--- config.mk ---
export PLATFORM = sky130hd
export DESIGN_NAME = pc_gen
export DESIGN_NICKNAME = d
export VERILOG_FILES = /design/src/rtl/pc_gen.sv
export SDC_FILE = /design/constraint.sdc
export NUM_CORES = 1
export LEC_CHECK = 0
export CAP_MARGIN = 30
export CORE_UTILIZATION = 45
export DETAILED_ROUTE_END_ITERATION = 12
export GPL_ROUTABILITY_DRIVEN = 0
export PLACE_DENSITY_LB_ADDON = 0.25
export SETUP_SLACK_MARGIN = 0.2
export SLEW_MARGIN = 20
export SYNTH_ARGS = -nofsm -noshare
export SYNTH_HDL_FRONTEND = slang
export SYNTH_SLANG_ARGS = --single-unit
--- constraint.sdc ---
create_clock -name clk -period 3.2 [get_ports clk]
set_clock_uncertainty 0.2 [all_clocks]
set_input_delay 0.64 -clock clk [delete_from_list [all_inputs] [get_ports clk]]
set_output_delay 0.64 -clock clk [all_outputs]
set_load 0.01 [all_outputs]
--- src/rtl/pc_gen.sv ---
// pc_gen: IF-stage fetch address generator.
// Priority redirect (flush > branch > held branch > +step).
module pc_gen #(
  parameter int          ADDR_W       = 32,
  parameter logic [31:0] RESET_VECTOR = 32'h0000_0000,
  parameter int          INST_BYTES   = 4,
  parameter int          STALL_W      = 6
) (
  input  logic               clk,
  input  logic               rst,
  input  logic [STALL_W-1:0] stall,
  input  logic               branch_flag_i,
  input  logic [ADDR_W-1:0]  branch_target_address_i,
  input  logic               flush_i,
  input  logic [ADDR_W-1:0]  new_pc_i,
  output logic               ce,
  output logic [ADDR_W-1:0]  pc,
  output logic               pend_valid_o,
  output logic               pc_misaligned_o
);

  localparam logic [ADDR_W-1:0] RV   = ADDR_W'(RESET_VECTOR);
  localparam logic [ADDR_W-1:0] STEP = ADDR_W'(INST_BYTES);
  localparam logic [ADDR_W-1:0] MASK = ADDR_W'(INST_BYTES - 1);

  typedef enum logic [1:0] {
    S_RESET = 2'd0,
    S_BOOT  = 2'd1,
    S_RUN   = 2'd2
  } state_t;

  state_t            state;
  logic [ADDR_W-1:0] pend_addr;
  logic [ADDR_W-1:0] nxt_pc;
  logic [ADDR_W-1:0] nxt_pa;
  logic              nxt_pv;
  logic              unused_stall;

  assign unused_stall = ^stall;

  // Next-PC selection; a branch seen while stalled is parked.
  always_comb begin
    nxt_pc = pc;
    nxt_pa = pend_addr;
    nxt_pv = pend_valid_o;
    priority case (1'b1)
      flush_i: begin
        nxt_pc = new_pc_i;
        nxt_pv = 1'b0;
      end
      stall[0] && branch_flag_i: begin
        nxt_pa = branch_target_address_i;
        nxt_pv = 1'b1;
      end
      stall[0]: begin
      end
      branch_flag_i: begin
        nxt_pc = branch_target_address_i;
        nxt_pv = 1'b0;
      end
      pend_valid_o: begin
        nxt_pc = pend_addr;
        nxt_pv = 1'b0;
      end
      default: nxt_pc = pc + STEP;
    endcase
  end

  // Reset/boot sequencing and registered fetch outputs.
  always_ff @(posedge clk) begin
    if (rst) begin
      state           <= S_RESET;
      ce              <= 1'b0;
      pc              <= RV;
      pend_addr       <= '0;
      pend_valid_o    <= 1'b0;
      pc_misaligned_o <= 1'b0;
    end else begin
      unique case (state)
        S_RESET: begin
          state <= S_BOOT;
          ce    <= 1'b1;
        end
        S_BOOT, S_RUN: begin
          state           <= S_RUN;
          ce              <= 1'b1;
          pc              <= nxt_pc;
          pend_addr       <= nxt_pa;
          pend_valid_o    <= nxt_pv;
          pc_misaligned_o <= |(nxt_pc & MASK);
        end
        default: begin
          state <= S_RESET;
          ce    <= 1'b0;
        end
      endcase
    end
  end

endmodule

==> metrics.csv, run 1 <==
stage;metric;value;unit
outcome;status;finished, final reports clean;
timing;finalMaxSlewViolations;0;
layout;n_fill_cell;809;
critical_path;crit_path_start_kind;input port;
synth;syn_area_per_cell;7.26;sq um
clock_network;cts_sinks;69;
timing;max_freq;0.385;GHz
critical_path;worstPathRequired;3.24;ns
clock_network;cts_max_level;3;
clock_network;clockRootBuffer;clkbuf_8;
critical_path;worst_r2r_path_depth;6;
synth;synth_cell_types;54;
critical_path;slowest_stage;o311ai_0;
job;maxCapViolCount;0;
die;io_pins;109;
global_routing;grt_pass1_vias;4261;
clock_network;post_cts_resized;0;
timing;setup_viol;0;
synth;synth-edff-count;0;
critical_path;r2r_end;pc[30]$_SDFFE_PP0P_;
critical_path;reg2reg_from;pc[2]$_SDFFE_PP0P_;
power;p_per_area;502;nW/um^2
drt;antenna_left;0;
clock_network;cts_setup_buffers;0;
layout;final_util;0.617;
global_routing;grt_util_all_layers;0.285;
power;ir_worst_vdd;0.242;mV
place;dp_hpwl;9750;microns
synth;syn_inst;558;
layout;antenna_cells;0;
clock_network;cts_hold_buf;0;
drt;vias;4693;
layout;fin_nets;726;
clock_network;clk_latency;0.35;ns
drt;drtPass1Iterations;5;
synth;yosysWarnings;0;
die;std_cell_rows;34;
global_routing;grt_pass1_wl;21400;microns
die;dieArea;9380;sq um
layout;drive_gt1_frac;0.0780;
timing;hold_viol;0;
clock_network;clockBufferDepth;2;
place;dpl.cell_count;746;
synth;yosys_most_used_dff;dfxtp_1;
global_routing;antenna_found_initial;0;
timing;fin_setup_tns;0;ns
layout;finalNonFillerCells;762;
timing;fin_crit;2.60;ns
min_path;hold_class;reg -> reg;
clock_network;clkTransAtPathRegs;0.08;ns
critical_path;path_cells;clkdlybuf4s50_1 -> buf_4 -> o311ai_0 -> a31oi_1 -> o21ai_0 -> a21oi_1;
critical_path;crit_buf_inv;2;
synth;async_flop_share;0;
critical_path;r2r_slack;0.63;ns
critical_path;max_stage_delay;0.79;ns
min_path;hp-start;pend_addr[26]$_SDFFE_PP0P_;
timing;max_slew_margin;0.364;
timing;worstMarginPinSlew;0.942;ns
critical_path;critPathKind;in -> reg;
critical_path;arrival;2.64;ns
synth;yosysSeqAreaShare;0.341;
synth;syn-cell-area;4050;sq um
min_path;whs_path_depth;2;
layout;area_growth;32.8;%
drt;viasPerCell;6.16;
synth;synth_top_area_frac;0.341;
global_routing;grt.overflow.total;0;
drt;routed_wl;13800;microns
global_routing;grt_max_degree;45;
critical_path;critPathCaptureType;flop;
timing;finalCritPeriodShare;0.812;
clock_network;cts_tree;done;
die;start_util;0.464;
min_path;hold_end;pend_addr[26]$_SDFFE_PP0P_;
synth;netlist_top_cells_count;nand2_1 (115), dfxtp_1 (69), a21oi_1 (61);
die;die_x;96.9;microns
synth;yosys.area.top_type;dfxtp_1;
place;portBuffers;103;
synth;netlist_top_cells_area;dfxtp_1 (34%), nand2_1 (11%), a21oi_1 (7.5%);
synth;yosysMostFrequentCell;nand2_1;
synth;ys_ff_latch;69;
clock_network;cts-buffers-inserted;9;
die;chipHeight;96.9;microns
die;fp.coreArea;8720;sq um
critical_path;path_max_fanout;18;
critical_path;cpLargestDelayFamily;compound AO/OA/AOI/OAI gates;
timing;whs;0.252;ns
synth;syn_nets;635;
drt;initialDrtViolationCount;473;
timing;rsz0062_at_grt;no;
drt;wl_per_cell;18.1;microns
power;leakage;0.00187;uW
drt;route.detailed.drc;0;
[registers in the layout, indices dropped and copies added (netlist names)]
| signal | flops |
|---|---|
| pc | 32 |
| pc_misaligned_o | 1 |
| pend_valid_o | 1 |
| state | 2 |
| ce | 1 |
| pend_addr | 32 |
[power by group]
group	internal (uW)	switching, uW	leakage (uW)	total, uW
Sequential	960	145	0.000563	1110
Clock	320	340	0.0000921	660
Combinational	438	495	0.00121	933
Total	1720	980	0.00187	2700
[metrics by stage]
stage | area (sq um) | power [uW] | setup WS [ns]
after global routing | 5380 | 2810 | 0.504
after global placement | 5200 | 2010 | 0.413
after floorplan | 4050 | 1580 | 0.927
after detailed placement | 5200 | 2030 | 0.291
after CTS | 5380 | 2690 | 0.649
final | 5380 | 2700 | 0.602
[worst max path at each step]
| stage | endpoint | cells past startpoint | from |
|---|---|---|---|
| detailed placement | pc[27]$_SDFFE_PP0P_ | 6 | branch_flag_i |
| finish | pc[20]$_SDFFE_PP0P_ | 6 | branch_flag_i |
| global route | pc[17]$_SDFFE_PP0P_ | 6 | branch_flag_i |
| floorplan | pc[9]$_SDFFE_PP0P_ | 7 | flush_i |
| CTS | pc[27]$_SDFFE_PP0P_ | 6 | branch_flag_i |
| global placement | pc[27]$_SDFFE_PP0P_ | 6 | branch_flag_i |
[area by class of cell]
| class | instances | area [sq um] | share of cell area |
|---|---|---|---|
| Sequential cell | 69 | 1380 | 0.257 |
| Clock inverter | 4 | 22.5 | 0.00419 |
| Clock buffer | 12 | 155 | 0.0288 |
| Timing Repair Buffer | 122 | 1170 | 0.217 |
| Tap cell | 108 | 135 | 0.0251 |
| Multi-Input combinational cell | 432 | 2460 | 0.457 |
| Inverter | 15 | 56.3 | 0.0105 |
[layout by cell type, fill, tap and decap left out, drive strengths merged, types with 3 or more instances in the layout]
cell type,n
a21oi,61
ha,3
or4,3
nor2,40
a31oi,14
xor2,3
a32oi,4
a211oi,10
dfxtp,69
xnor2,6
nor4,3
clkdlybuf4s50,102
nand3,22
o22ai,5
and2,4
o21ai,29
and3,5
o311ai,5
nor3,11
nand2,115
nand2b,8
clkinv,3
a2111oi,7
o221ai,3
a221oi,4
or2,6
mux2i,12
o211ai,7
nand4,9
buf,20
inv,15
clkbuf,12
or3,3
a311oi,4
a221o,6
[logic make-up after synthesis]
logic type,after synthesis,synth area share
compound gates,173,0.276
xor+xnor,9,0.0195
fa+ha+maj,3,0.00927
buf+inv,57,0.0531
flops,69,0.341
mux,12,0.0297
simple gates,235,0.272
[worst min-delay path: cells and delay by family, from the launching register on]
family,cells,cell delay [ns]
compound gates,1,0.05
flops,1,0.31
simple gates,1,0.05
[metal layers]
layer	vias to the layer above	wire [microns]	GRT usage
met5	-	0	0
met1	2164	5870	0.393
li1	2202	-	-
met4	0	371	0.126
met3	39	1340	0.0520
met2	288	6210	0.434
No activity file was read; power rests on OpenSTA's default activity.
==> inputs of run 2 (changes only) <==
- CORE_UTILIZATION: 45 -> 44
- clock period: 3.2 -> 2.24 ns (I/O delays scaled with it)
==> run 2 against run 1 <==
Net effect:
- the run now ends with design-rule violations left
- sequential share of layout area is 2.3 points lower
- non-clock buffer count rose by 64
- combinational power is 89% higher
- via count is 7.7% higher
- first-iteration DRC count rose by 8.7%
- critical path type is now reg -> reg
- critical endpoint is now pc[10]$_SDFFE_PP0P_
- largest power group is now combinational cells
==> metrics.csv, run 2 (synthesis results as in run 1) <==
stage;metric;value;unit
critical_path;worstPathRequired;2.32;ns
critical_path;arrival;2.15;ns
layout;final_util;0.697;
drt;routed_wl;15500;microns
die;die_x;97.9;microns
timing;max_slew_margin;0.550;
clock_network;cts_max_level;3;
critical_path;cpLargestDelayFamily;simple AND/OR/NAND/NOR gates;
critical_path;path_cells;nand4_1 -> buf_4 -> or4_1 -> a31oi_1 -> o22ai_1 -> nor2_1;
die;fp.coreArea;8810;sq um
timing;fin_crit;2.08;ns
critical_path;path_max_fanout;7;
power;leakage;0.00238;uW
layout;multiInputGateArea;2590;sq um
place;dp_hpwl;10600;microns
critical_path;slowest_stage;or4_1;
global_routing;antenna_found_initial;0;
drt;drtPass1Iterations;9;
layout;mostFrequentLayoutCells;nand2_1 (114), clkdlybuf4s50_1 (91), buf_4 (74), a21oi_1 (60), dfxtp_1 (50);
layout;drive_gt1_frac;0.208;
outcome;status;finished with violations;
die;start_util;0.460;
critical_path;crit_buf_inv;1;
clock_network;clockRootBuffer;clkbuf_8;
drt;route.detailed.drc;6;
layout;seqCellArea;1440;sq um
place;dpl.cell_count;795;
clock_network;clockBufferDepth;2;
clock_network;cts-buffers-inserted;9;
die;dieArea;9590;sq um
critical_path;startpoint;pc[6]$_SDFFE_PP0P_;
clock_network;clkTransAtPathRegs;0.08;ns
place;placed_cell_area;5630;sq um
drt;vias;5053;
clock_network;clk_latency;0.35;ns
critical_path;reg2reg_from;pc[6]$_SDFFE_PP0P_;
layout;antenna_cells;0;
min_path;hp-start;rst;
global_routing;grt_pass1_vias;4644;
global_routing;grt.overflow.total;0;
drt;antenna_left;0;
timing;finalMaxSlewViolations;0;
global_routing;grt_max_degree;33;
clock_network;cts_sinks;69;
layout;area_growth;51.6;%
critical_path;critPathKind;reg -> reg;
layout;fin_nets;790;
timing;max_freq;0.482;GHz
clock_network;cts_tree;done;
timing;setup_viol;0;
critical_path;max_stage_delay;0.49;ns
die;std_cell_rows;34;
die;io_pins;109;
critical_path;crit_path_start_kind;flop;
job;maxCapViolCount;0;
layout;reg_top3;pc: 32 flops, pend_addr: 32 flops, state: 2 flops;
power;p_per_area;695;nW/um^2
layout;finalNonFillerCells;825;
layout;final_area;6140;sq um
place;portBuffers;103;
drt;initialDrtViolationCount;514;
timing;rsz0062_at_grt;yes;
power;power.total;4270;uW
drt;wl_per_cell;18.8;microns
timing;worstMarginPinSlew;0.666;ns
min_path;hold_class;in -> reg;
global_routing;grt_pass1_wl;23400;microns
outcome;violations;design-rule violations;
die;chipHeight;97.9;microns
timing;finalCritPeriodShare;0.927;
layout;n_fill_cell;696;
critical_path;critPathCaptureType;flop;
power;ir_worst_vdd;0.365;mV
global_routing;grt_util_all_layers;0.310;
layout;final_common_cell;nand2_1;
drt;viasPerCell;6.12;
timing;hold_viol;0;
## run 2: cell count changes in the layout (fill, tap and decap cells not counted), moves of 7 or more
| cell | before | now |
|---|---|---|
| buf_4 | 19 | 74 |
| dfxtp_1 | 69 | 50 |
| dfxtp_4 | 0 | 12 |
| clkdlybuf4s50_1 | 102 | 91 |
| dfxtp_2 | 0 | 7 |
| dlymetal6s2s_1 | 0 | 7 |
## run 2: worst paths after layout
kind	to	slack, ns	depth (start not counted)
worst min register to register	pend_addr[3]$_SDFFE_PP0P_	0.26	2
worst max-delay path	pc[10]$_SDFFE_PP0P_	0.16	6
worst min-delay path	pc[27]$_SDFFE_PP0P_	0.24	2
worst max register to register	pc[10]$_SDFFE_PP0P_	0.16	6
## run 2: timing repair
item | 4_1_cts | 5_1_grt
setup endpoints to repair | 14 | 25
resized for setup | 27 | 33
gates cloned | 1 | 0
pin swaps | 8 | 14
hold buffers | 0 | 0
buffers inserted | 6 | 8
## run 2: final cells by class
type / count / area share
tap: 108 / 0.0220
inverter: 15 / 0.00958
clock inverter: 3 / 0.00346
clock buffer: 12 / 0.0253
timing repair buffer: 186 / 0.284
sequential: 69 / 0.234
multi-input combinational: 432 / 0.422
## run 2: power breakdown
part	internal (uW)	switching, uW
Sequential	1390	180
Clock	457	478
Combinational	884	873
## run 2: per-layer routing
metal | global-route usage | vias up | share of wire | routed length [microns]
li1 | - | 2329 | - | -
met1 | 0.418 | 2322 | 0.41 | 6370
met4 | 0.122 | 0 | 0.039 | 613
met2 | 0.481 | 335 | 0.45 | 6930
met3 | 0.0680 | 67 | 0.11 | 1640
met5 | 0 | - | 0 | 0
## run 2: stage by stage
| step | setup TNS [ns] | worst slack, ns | hold WS (ns) |
|---|---|---|---|
| after global placement | -4.16 | -0.167 | 0.241 |
| final | 0 | 0.164 | 0.235 |
| after global routing | 0 | 0.128 | 0.236 |
| after floorplan | 0 | 0.197 | 0.231 |
| after CTS | 0 | 0.144 | 0.223 |
| after detailed placement | -5.09 | -0.238 | 0.247 |
## run 2: worst register-to-register path: stages, from the launching register on
cell,delay (ns)
dfxtp_4,0.40
nand4_1,0.26
buf_4,0.23
or4_1,0.49
a31oi_1,0.22
o22ai_1,0.09
nor2_1,0.10
==> inputs of run 3 (changes only) <==
- ABC_AREA: not set -> 1
- CORE_ASPECT_RATIO: not set -> 1.1
- CORE_UTILIZATION: 44 -> 45
==> run 3 against run 2 <==
Net effect:
- die area increased by 2.0%
- synthesized cell count increased by 17%
- combinational power decreased by 20%
- sequential power increased by 8%
- flip-flop and latch count unchanged
- critical endpoint is now pc[14]
- largest power group is now registers
- first-iteration DRC count decreased by 43%
- final cell count increased by 5.5%
- non-clock buffer count decreased by 61
- the run now ends clean
- utilization decreased by 7.0 points
==> metrics.csv, run 3 <==
stage;metric;value;unit
critical_path;worstPathRequired;1.59;ns
drt;drtPass1Iterations;5;
critical_path;arrival;1.37;ns
global_routing;grt_pass1_wl;20300;microns
timing;rsz0062_at_grt;no;
critical_path;startpoint;pc[14]$_SDFFE_PP0P_;
synth;syn_nets;731;
synth;syn-cell-area;4230;sq um
drt;dr_wl_met2;6140;microns
critical_path;reg2reg_from;pc[2]$_SDFFE_PP0P_;
critical_path;path_max_fanout;6;
power;p_per_area;731;nW/um^2
layout;area_growth;33.6;%
place;portBuffers;103;
die;std_cell_rows;36;
job;maxCapViolCount;0;
synth;netlist_top_cells_count;a21oi_1 (136), nand2_1 (130), o21ai_0 (73);
timing;hold_viol;0;
critical_path;slowest_stage;clkdlybuf4s50_1;
synth;synth-edff-count;0;
power;leakage;0.00230;uW
global_routing;grt_max_degree;63;
timing;finalMaxSlewViolations;0;
synth;synth_cell_types;35;
timing;max_freq;0.496;GHz
die;fp.coreArea;9010;sq um
die;chipHeight;104;microns
outcome;status;finished, final reports clean;
timing;fin_crit;2.02;ns
clock_network;cts_hold_buf;0;
drt;top_layer_used;met4;
layout;reg_top3;pc: 32 flops, pend_addr: 32 flops, state: 2 flops;
critical_path;crit_buf_inv;1;
drt;initialDrtViolationCount;295;
place;dp_hpwl;8790;microns
synth;yosysSeqAreaShare;0.327;
timing;finalCritPeriodShare;0.900;
power;ir_worst_vdd;0.379;mV
clock_network;cts-buffers-inserted;9;
timing;fin_setup_tns;0;ns
synth;yosysWarnings;0;
global_routing;grt.overflow.total;0;
critical_path;cpLargestDelayFamily;buffers and inverters;
global_routing;antenna_found_initial;0;
clock_network;cts_tree;done;
layout;drive_gt1_frac;0.122;
critical_path;max_stage_delay;0.59;ns
min_path;hold_class;in -> reg;
critical_path;critPathKind;reg -> out;
drt;wl_met1;5290;microns
critical_path;crit_path_start_kind;flop;
min_path;hp-start;branch_flag_i;
global_routing;grt_pass1_vias;4425;
drt;wl_per_cell;14.2;microns
die;dieArea;9790;sq um
clock_network;clkTransAtPathRegs;0.08;ns
synth;async_flop_share;0;
synth;ys_ff_latch;69;
drt;routed_wl;12400;microns
drt;vias;4680;
layout;fin_nets;829;
die;die_x;94.4;microns
timing;worstMarginPinSlew;0.306;ns
drt;antenna_left;0;
synth;syn_area_per_cell;6.46;sq um
clock_network;clockRootBuffer;clkbuf_8;
critical_path;critPathCaptureType;primary output;
critical_path;path_cells;clkdlybuf4s50_1;
synth;yosys.area.top_type;dfxtp_1;
drt;wl_met3;706;microns
drt;route.detailed.drc;0;
synth;yosys_most_used_dff;dfxtp_1;
synth;synth_top_area_frac;0.327;
layout;mostFrequentLayoutCells;a21oi_1 (136), nand2_1 (130), clkdlybuf4s50_1 (102), o21ai_0 (73), inv_1 (61);
clock_network;clockBufferDepth;2;
clock_network;clk_latency;0.35;ns
layout;antenna_cells;0;
global_routing;grt_util_all_layers;0.259;
die;io_pins;109;
die;start_util;0.469;
layout;final_common_cell;a21oi_1;
clock_network;cts_max_level;3;
layout;final_util;0.627;
timing;setup_viol;0;
timing;max_slew_margin;0.795;
drt;viasPerCell;5.38;
clock_network;cts_sinks;69;
synth;yosysMostFrequentCell;a21oi_1;
synth;netlist_top_cells_area;dfxtp_1 (33%), a21oi_1 (16%), nand2_1 (12%);
synth;syn_inst;654;
-- run 3: kinds of logic (layout without fill, tap and decap cells) --
kind of cell	Yosys count	count (layout)	synth area share
AND/OR/NAND/NOR	245	245	0.265
buffers and inverters	103	205	0.104
AO/OA/AOI/OAI	226	226	0.279
flip-flops	69	69	0.327
adder cells (fa/ha/maj)	3	3	0.00888
XOR/XNOR	8	8	0.0166
-- run 3: worst reg2reg max path, cell delays in order, from the launching register on --
cell and delay [ns]:
dfxtp_2 0.38, ha_1 0.18, nand2_1 0.10, nor2_4 0.22
nand2_2 0.12, nor2_4 0.19, nand2_1 0.07, nand2_1 0.05
nand3_1 0.08, nand2_1 0.08, nand2_1 0.05, a21oi_2 0.11
-- run 3: layout make-up --
type,count,area (sq um)
flip-flops and latches,69,1410
repair buffers,125,1240
inverters,65,244
well taps,114,143
multi-input cells,482,2420
fillers,837,3360
clock inverters,1,30.0
clock buffers,14,163
-- run 3: through the flow --
step | area, sq um | hold WS, ns | setup WS, ns | total power [uW] | cells
after floorplan | 4230 | 0.276 | 0.516 | 2410 | 654
after global placement | 5410 | 0.289 | 0.130 | 3040 | 853
after detailed placement | 5410 | 0.292 | 0.0982 | 3080 | 853
after CTS | 5600 | 0.298 | 0.200 | 4110 | 868
after global routing | 5650 | 0.324 | 0.201 | 4370 | 870
final | 5650 | 0.306 | 0.223 | 4130 | 870
-- run 3: where the power goes --
| group | switching (uW) | total (uW) | internal, uW |
|---|---|---|---|
| combinational | 735 | 1410 | 677 |
| clock | 463 | 1030 | 571 |
| sequential | 244 | 1690 | 1440 |
-- run 3: what timing repair did --
action | CTS | global route
pin swaps | 0 | 1
setup buffers | 0 | 2
setup endpoints to repair | 3 | 24
hold endpoints to repair | 0 | 0
resized for setup | 3 | 21
-- run 3: path summary, 6_finish.rpt --
| path | slack, ns | end | cells after the start |
|---|---|---|---|
| max | 0.22 | pc[14] | 1 |
| min | 0.31 | pc[2]$_SDFFE_PP0P_ | 3 |
| max reg2reg | 0.33 | pc[24]$_SDFFE_PP0P_ | 11 |
| min reg2reg | 0.31 | pc[0]$_SDFFE_PP0P_ | 2 |
-- run 3: layer usage --
| layer | vias to the layer above | GRT usage |
|---|---|---|
| li1 | 2352 | - |
| met1 | 2133 | 0.320 |
| met2 | 178 | 0.445 |
| met3 | 17 | 0.0426 |
| met4 | 0 | 0.0956 |
| met5 | - | 0 |
